### src/rtl/riscv_csr_file.sv
// Machine-mode CSR file: combinational CSR read, next-edge commit, trap/MRET state and counters.
// Define RISCV_CSR_COUNTERS_EN to build the 64-bit mcycle/minstret counters and their CSR views.
module riscv_csr_file #(
  parameter int                     WORD_LENGTH = 32,
  parameter logic [WORD_LENGTH-1:0] MTVEC_RESET = 32'h0000_0000,
  parameter logic [WORD_LENGTH-1:0] MISA_VALUE  = 32'h4000_0100
) (
  input  logic                   clk,
  input  logic                   rst_n,
  input  logic [11:0]            csr_addr,
  input  logic                   csr_we,
  input  logic [WORD_LENGTH-1:0] csr_wr_data,
  output logic [WORD_LENGTH-1:0] csr_rd_data,
  output logic                   csr_illegal,
  input  logic                   instret_inc,
  input  logic                   trap_valid,
  input  logic [WORD_LENGTH-1:0] trap_cause,
  input  logic [WORD_LENGTH-1:0] trap_pc,
  input  logic                   mret,
  output logic [WORD_LENGTH-1:0] trap_vector,
  output logic [WORD_LENGTH-1:0] epc
);

  localparam int W = WORD_LENGTH;
  localparam logic [W-1:0] ALIGN_MASK = ~{{(W-2){1'b0}}, 2'b11};

  localparam logic [11:0] A_MSTATUS   = 12'h300;
  localparam logic [11:0] A_MISA      = 12'h301;
  localparam logic [11:0] A_MTVEC     = 12'h305;
  localparam logic [11:0] A_MSCRATCH  = 12'h340;
  localparam logic [11:0] A_MEPC      = 12'h341;
  localparam logic [11:0] A_MCAUSE    = 12'h342;
  localparam logic [11:0] A_MCYCLE    = 12'hB00;
  localparam logic [11:0] A_MCYCLEH   = 12'hB80;
  localparam logic [11:0] A_MINSTRET  = 12'hB02;
  localparam logic [11:0] A_MINSTRETH = 12'hB82;
  localparam logic [11:0] A_CYCLE     = 12'hC00;
  localparam logic [11:0] A_CYCLEH    = 12'hC80;
  localparam logic [11:0] A_INSTRET   = 12'hC02;
  localparam logic [11:0] A_INSTRETH  = 12'hC82;

  logic         mie_q, mie_d, mpie_q, mpie_d;
  logic [W-1:0] mtvec_q, mtvec_d, mscratch_q, mscratch_d;
  logic [W-1:0] mepc_q, mepc_d, mcause_q, mcause_d;
  logic [W-1:0] mstatus_rd;
  logic         implemented, read_only, wr_en;

`ifdef RISCV_CSR_COUNTERS_EN
  localparam logic [2*W-1:0] CNT_ONE = {{(2*W-1){1'b0}}, 1'b1};
  logic [2*W-1:0] mcycle_q, mcycle_d, minstret_q, minstret_d;
`else
  logic unused_instret_inc;
  assign unused_instret_inc = instret_inc;
`endif

  // MPP is hardwired to machine mode.
  assign mstatus_rd = {{(W-13){1'b0}}, 2'b11, 3'b000, mpie_q, 3'b000, mie_q, 3'b000};

  always_comb begin
    csr_rd_data = '0;
    implemented = 1'b1;
    read_only   = 1'b0;
    case (csr_addr)
      A_MSTATUS:  csr_rd_data = mstatus_rd;
      A_MISA:     csr_rd_data = MISA_VALUE;
      A_MTVEC:    csr_rd_data = mtvec_q;
      A_MSCRATCH: csr_rd_data = mscratch_q;
      A_MEPC:     csr_rd_data = mepc_q;
      A_MCAUSE:   csr_rd_data = mcause_q;
`ifdef RISCV_CSR_COUNTERS_EN
      A_MCYCLE:    csr_rd_data = mcycle_q[W-1:0];
      A_MCYCLEH:   csr_rd_data = mcycle_q[2*W-1:W];
      A_MINSTRET:  csr_rd_data = minstret_q[W-1:0];
      A_MINSTRETH: csr_rd_data = minstret_q[2*W-1:W];
      A_CYCLE: begin
        csr_rd_data = mcycle_q[W-1:0];
        read_only   = 1'b1;
      end
      A_CYCLEH: begin
        csr_rd_data = mcycle_q[2*W-1:W];
        read_only   = 1'b1;
      end
      A_INSTRET: begin
        csr_rd_data = minstret_q[W-1:0];
        read_only   = 1'b1;
      end
      A_INSTRETH: begin
        csr_rd_data = minstret_q[2*W-1:W];
        read_only   = 1'b1;
      end
`else
      A_MCYCLE, A_MCYCLEH, A_MINSTRET, A_MINSTRETH,
      A_CYCLE, A_CYCLEH, A_INSTRET, A_INSTRETH: csr_rd_data = '0;
`endif
      default: implemented = 1'b0;
    endcase
  end

  assign csr_illegal = ~implemented | (csr_we & read_only);
  // Trap beats MRET beats an ALU write; a losing write is simply dropped.
  assign wr_en       = csr_we & ~trap_valid & ~mret & ~csr_illegal;
  assign trap_vector = mtvec_q & ALIGN_MASK;
  assign epc         = mepc_q;

  always_comb begin
    mie_d      = mie_q;
    mpie_d     = mpie_q;
    mtvec_d    = mtvec_q;
    mscratch_d = mscratch_q;
    mepc_d     = mepc_q;
    mcause_d   = mcause_q;
    if (trap_valid) begin
      mepc_d   = trap_pc & ALIGN_MASK;
      mcause_d = trap_cause;
      mpie_d   = mie_q;
      mie_d    = 1'b0;
    end else if (mret) begin
      mie_d  = mpie_q;
      mpie_d = 1'b1;
    end else if (wr_en) begin
      case (csr_addr)
        A_MSTATUS: begin
          mie_d  = csr_wr_data[3];
          mpie_d = csr_wr_data[7];
        end
        A_MTVEC:    mtvec_d    = csr_wr_data & ALIGN_MASK;
        A_MSCRATCH: mscratch_d = csr_wr_data;
        A_MEPC:     mepc_d     = csr_wr_data & ALIGN_MASK;
        A_MCAUSE:   mcause_d   = csr_wr_data;
        default: ;
      endcase
    end
  end

  always_ff @(posedge clk or negedge rst_n) begin
    if (!rst_n) begin
      mie_q      <= 1'b0;
      mpie_q     <= 1'b0;
      mtvec_q    <= MTVEC_RESET;
      mscratch_q <= '0;
      mepc_q     <= '0;
      mcause_q   <= '0;
    end else begin
      mie_q      <= mie_d;
      mpie_q     <= mpie_d;
      mtvec_q    <= mtvec_d;
      mscratch_q <= mscratch_d;
      mepc_q     <= mepc_d;
      mcause_q   <= mcause_d;
    end
  end

`ifdef RISCV_CSR_COUNTERS_EN
  // A half-word write replaces that counter's increment; the other half holds.
  always_comb begin
    mcycle_d   = mcycle_q + CNT_ONE;
    minstret_d = minstret_q + {{(2*W-1){1'b0}}, instret_inc};
    if (wr_en) begin
      case (csr_addr)
        A_MCYCLE:    mcycle_d   = {mcycle_q[2*W-1:W], csr_wr_data};
        A_MCYCLEH:   mcycle_d   = {csr_wr_data, mcycle_q[W-1:0]};
        A_MINSTRET:  minstret_d = {minstret_q[2*W-1:W], csr_wr_data};
        A_MINSTRETH: minstret_d = {csr_wr_data, minstret_q[W-1:0]};
        default: ;
      endcase
    end
  end

  always_ff @(posedge clk or negedge rst_n) begin
    if (!rst_n) begin
      mcycle_q   <= '0;
      minstret_q <= '0;
    end else begin
      mcycle_q   <= mcycle_d;
      minstret_q <= minstret_d;
    end
  end
`endif

endmodule

### config.mk
export PLATFORM = sky130hd
export DESIGN_NAME = riscv_csr_file
export DESIGN_NICKNAME = d
export VERILOG_FILES = /design/src/rtl/riscv_csr_file.sv
export SDC_FILE = /design/constraint.sdc
export NUM_CORES = 1
export LEC_CHECK = 0
export ABC_AREA = 1
export ABC_CLOCK_PERIOD_IN_PS = 1500
export CAP_MARGIN = 40
export CORE_AREA = 2 2 114 116
export DETAILED_ROUTE_END_ITERATION = 12
export DIE_AREA = 0 0 116 118
export DONT_BUFFER_PORTS = 1
export PLACE_DENSITY = 0.7
export REMOVE_ABC_BUFFERS = 1
export SETUP_SLACK_MARGIN = 0.15
export SYNTH_ARGS = -nofsm -noshare
export SYNTH_HDL_FRONTEND = slang
export SYNTH_SLANG_ARGS = --single-unit
### constraint.sdc
create_clock -name clk -period 1.5 [get_ports clk]
set_input_delay 0.15 -clock clk [delete_from_list [all_inputs] [get_ports clk]]
set_output_delay 0.15 -clock clk [all_outputs]
set_load 0.02 [all_outputs]
Word level (Yosys, flattened, before mapping) --
Index checks and enable logic that the tools add are counted.
Storage, ports and cells: bits in registers 128, latch bits 0, RAM bits 0, memories kept 0, ROM bits 0
Cells by class: order comparisons 0, divide/modulo/power cells 0, reductions and logical operators 11, mux-type cells 18, shift operators 0, add/subtract/negate cells 0, bitwise logic cells 6, equality and inequality tests 15, $mul 0
Operator list (number):
- 2-to-1 mux 32 bit | 8
- case mux 32 bit (6 select lines) | 1
- == test 12 bit, second input constant | 8
- == test 12 x 10 -> 1 bit, second input constant | 6
- OR reduction 14 bit | 1
- 2-to-1 mux 1 bit | 9
- AND reduction 4 bit | 2
- AND reduction 3 bit | 2
- nonzero test 2 bit | 3
- nonzero test 3 bit | 2
- bitwise AND 1 bit | 3
- inverter 1 bit | 3
- != test 2 bit, second input constant | 1
- AND reduction 2 bit | 1

Longest topological paths before layout --
depth after elaboration 7, gate-level depth with buffers 14

Worst setup path before layout --
OpenSTA, ideal clock, no wires.
path type in2out, from input port csr_addr[7], to output port csr_rd_data[10], stages 8, slack 0.091 ns, data arrival time 1.259 ns, cell sequence nor2_1 > nand2_1 > nor2_2 > nand2_1 > inv_2 > buf_1 > nand2_1 > nand4_1
On the way: longest elaborated chain between the ends 2, elaborated cells between the ends (all ways) 7, classes of those cells eq/ne (6); mux (1)
Ends and longest elaborated chain:
- start: declaration | RTL line 10 | input logic [11:0] csr_addr,
- == test 12 x 10 -> 1 bit | RTL line 63 | case (csr_addr)
- case mux 32 bit (6 select lines) (*) | RTL line 63
- end: declaration | RTL line 13 | output logic [WORD_LENGTH-1:0] csr_rd_data,
Mark *: on every way between the ends. The rest lies on a longest branch, timed or not.

Worst setup path after layout --
from register mtvec_q[11], to output port csr_rd_data[11]
On the way: longest elaborated chain between the ends 1
Ends and longest elaborated chain:
- start: declaration | RTL line 43 | logic [W-1:0] mtvec_q, mtvec_d, mscratch_q, mscratch_d;
- start signal: assignment | RTL line 146 | mtvec_q <= mtvec_d;
- case mux 32 bit (6 select lines) | RTL line 63
No other way between the ends.

==> results_dict.tcl <==
set metrics [dict create \
    outcome "finished, violations left" \
    violations "negative hold slack" \
    hold_ws_ns -0.586 \
    critPathLaunchType "flip-flop" \
    fmax_ghz 0.680 \
    hold_buffers 124 \
    vias_per_cell 5.72 \
    num_rows 41 \
    cts_tree "yes" \
    io_buffer_count 0 \
    ys_ff_latch 126 \
    ant_nets 0 \
    layout_common_cells "nand2_1, dlygate4sd3_1, nand3_1, dfrtp_1, dfrtp_2" \
    maxSlewViolCount 0 \
    wl_mm 25.3 \
    antenna_found_initial 0 \
    clockBufferDepth 2 \
    synth-async-reset-ratio 1.00 \
    hp-class "in -> async" \
    finalSetupViolCount 0 \
    first_pass_iters 5 \
    start_util 0.539 \
    h-tree-depth 4 \
    ir_drop_mv 0.819 \
    regArea_um2 3220 \
    grt_use_total 0.357 \
    dieArea_um2 13700 \
    synth_warnings 0 \
    routabilityCongestion 0.821 \
    seq_area_frac_synth 0.471 \
    rr_worst_depth 5 \
    route.met2.wl_mm 12.3 \
    synth_edf_count 0 \
    yosysUniqueCellTypes 24 \
    syn_area_um2 6700 \
    p_leak_nw 4.94 \
    power_mw 8.80 \
    worstSetupPathType "reg -> out" \
    post_drt_wl_per_cell_um 19.5 \
    power_density_nw_per_um2 917 \
    cpPeakStageDelay_ns 0.47 \
    worstPathRequired_ns 1.35 \
    fin_crit_sh 0.980 \
    syn2layout_area_growth_pct 43.3 \
    wl_met1_mm 9.20 \
    core_area_um2 12400 \
    num_io_pins 211 \
    rsz0062_at_grt "yes" \
    worstSkewPairLatency_ns 0.43 \
    nets 1227 \
    finalClockSkew_ns 0.00772 \
    first_global_vias 7297 \
    drv_cap 0 \
    synth_cells 960 \
    die_h_um 118 \
    post_route_cells_drive_above_1_share 0.203 \
    fp.dieW_um 116 \
    hpwl_mm 13.4 \
    final_common_cell "nand2_1" \
    cpMostUsedCell "nand2_1" \
    grt_pass1_wl_mm 37.2 \
    multiInputGateArea_um2 3420 \
    drt_iter0_markers 877 \
    grt_max_degree 127 \
    gr-total-overflow 0 \
    drc 0 \
    min_period_ns 1.47 \
    regToRegSetupSlack_ns 0.62 \
    diodes 0 \
    critPathSlowestCell "dfrtp_2" \
    nFillCells 814 \
    dr_wl_met3_mm 2.74 \
    cts_sinks 126 \
    top_layer_used "met4" \
    ys.flop_type "dfrtp_1" \
    setup_ws_ns 0.0297 \
    cts_buffers 17 \
    num_vias 7415 \
    place_ws_ns -0.145 \
    crit_fanout 3 \
    clk_pin_slew_ns 0.06 \
    cp_cell_sequence "nand2_1 -> nand2_1 -> a21oi_2 -> nand3_2" \
    arrival_ns 1.32 \
    syn_avg_cell_area_um2 6.98 \
    cp-end-kind "primary output" \
    final-hold-violation-count 126 \
    root_buffer "clkbuf_16" \
]
## area by class of cell
class | count | share of cell area
Sequential cell | 126 | 0.336
Multi-Input combinational cell | 760 | 0.357
Clock buffer | 24 | 0.0481
Tap cell | 172 | 0.0224
Timing Repair Buffer | 186 | 0.215
Clock inverter | 7 | 0.00926
Inverter | 22 | 0.0128
## stage by stage
stage,util,cell area [um^2],cells,TNS [ns]
floorplan,-,6360,907,-63.73
global placement,0.570,7080,1123,-2.39
detailed placement,0.570,7080,1123,-4.98
CTS,0.737,9150,1288,0
global route,0.773,9600,1297,-0.0205
finish,0.773,9600,1297,0
## final timing paths
check	to	start
max in group asynchronous	mtvec_q[16]$_DFFE_PN0P_	rst_n
worst min-delay path	epc[31]$_DFFE_PN0P_	rst_n
worst min register to register	mcause_q[6]$_DFFE_PN0P_	mcause_q[6]$_DFFE_PN0P_
min in group clk	mcause_q[4]$_DFFE_PN0P_	trap_cause[4]
worst max register to register	mpie_q$_DFFE_PN0P_	mie_q$_DFFE_PN0P_
worst max-delay path	csr_rd_data[11]	mtvec_q[11]$_DFFE_PN0P_
## worst max-delay path: cells and delay by family (launching register included)
| family | cells | cell delay (ns) |
|---|---|---|
| compound gates | 1 | 0.12 |
| flops | 1 | 0.47 |
| simple gates | 3 | 0.31 |
## cells in the mapped netlist (2+ instances only)
cell,n,area (um^2)
a21oi_1,5,25.0
a22o_1,2,17.5
buf_1,4,15.0
buf_2,16,80.1
buf_4,13,97.6
buf_6,9,101
clkbuf_1,14,52.6
dfrtp_1,126,3150
inv_1,15,56.3
inv_2,7,26.3
nand2_1,609,2290
nand2_2,5,31.3
nand2_4,3,33.8
nand3_1,74,370
nand4_1,27,169
nor2_1,15,56.3
nor2_2,3,18.8
nor2_4,4,45.0
nor3_1,3,15.0
o21ai_0,2,10.0
## power by group
part | leakage (nW) | switching, mW | internal [mW]
Combinational | 3.08 | 0.490 | 0.455
Clock | 0.272 | 1.49 | 2.47
Sequential | 1.58 | 0.275 | 3.62
Total | 4.94 | 2.25 | 6.55
## kinds of logic after synthesis
group,synth area share
simple gates,0.454
flops,0.471
buf+inv,0.0641
compound gates,0.0101
other cells,0.000560
## routing by layer
metal  global-route usage  vias to the layer above
li1                     -                     3300
met1                0.431                     3489
met2                0.576                      517
met3                0.106                      109
met4                0.179                        0
met5                    0                        -
## timing repair
item                                   CTS  global route
gates resized for setup                 96            81
buffers inserted                         9             4
endpoints found under the hold margin  249           126
pin swaps                               53            64
gates cloned                             1             5
setup endpoints to repair               32           155
## flip-flops by register name, summed over array words and instances (netlist names)
register    flops
mcause_q       32
mie_q           1
mtvec_q        30
epc            30
mpie_q          1
mscratch_q     32
(Power assumes the default switching activity.)
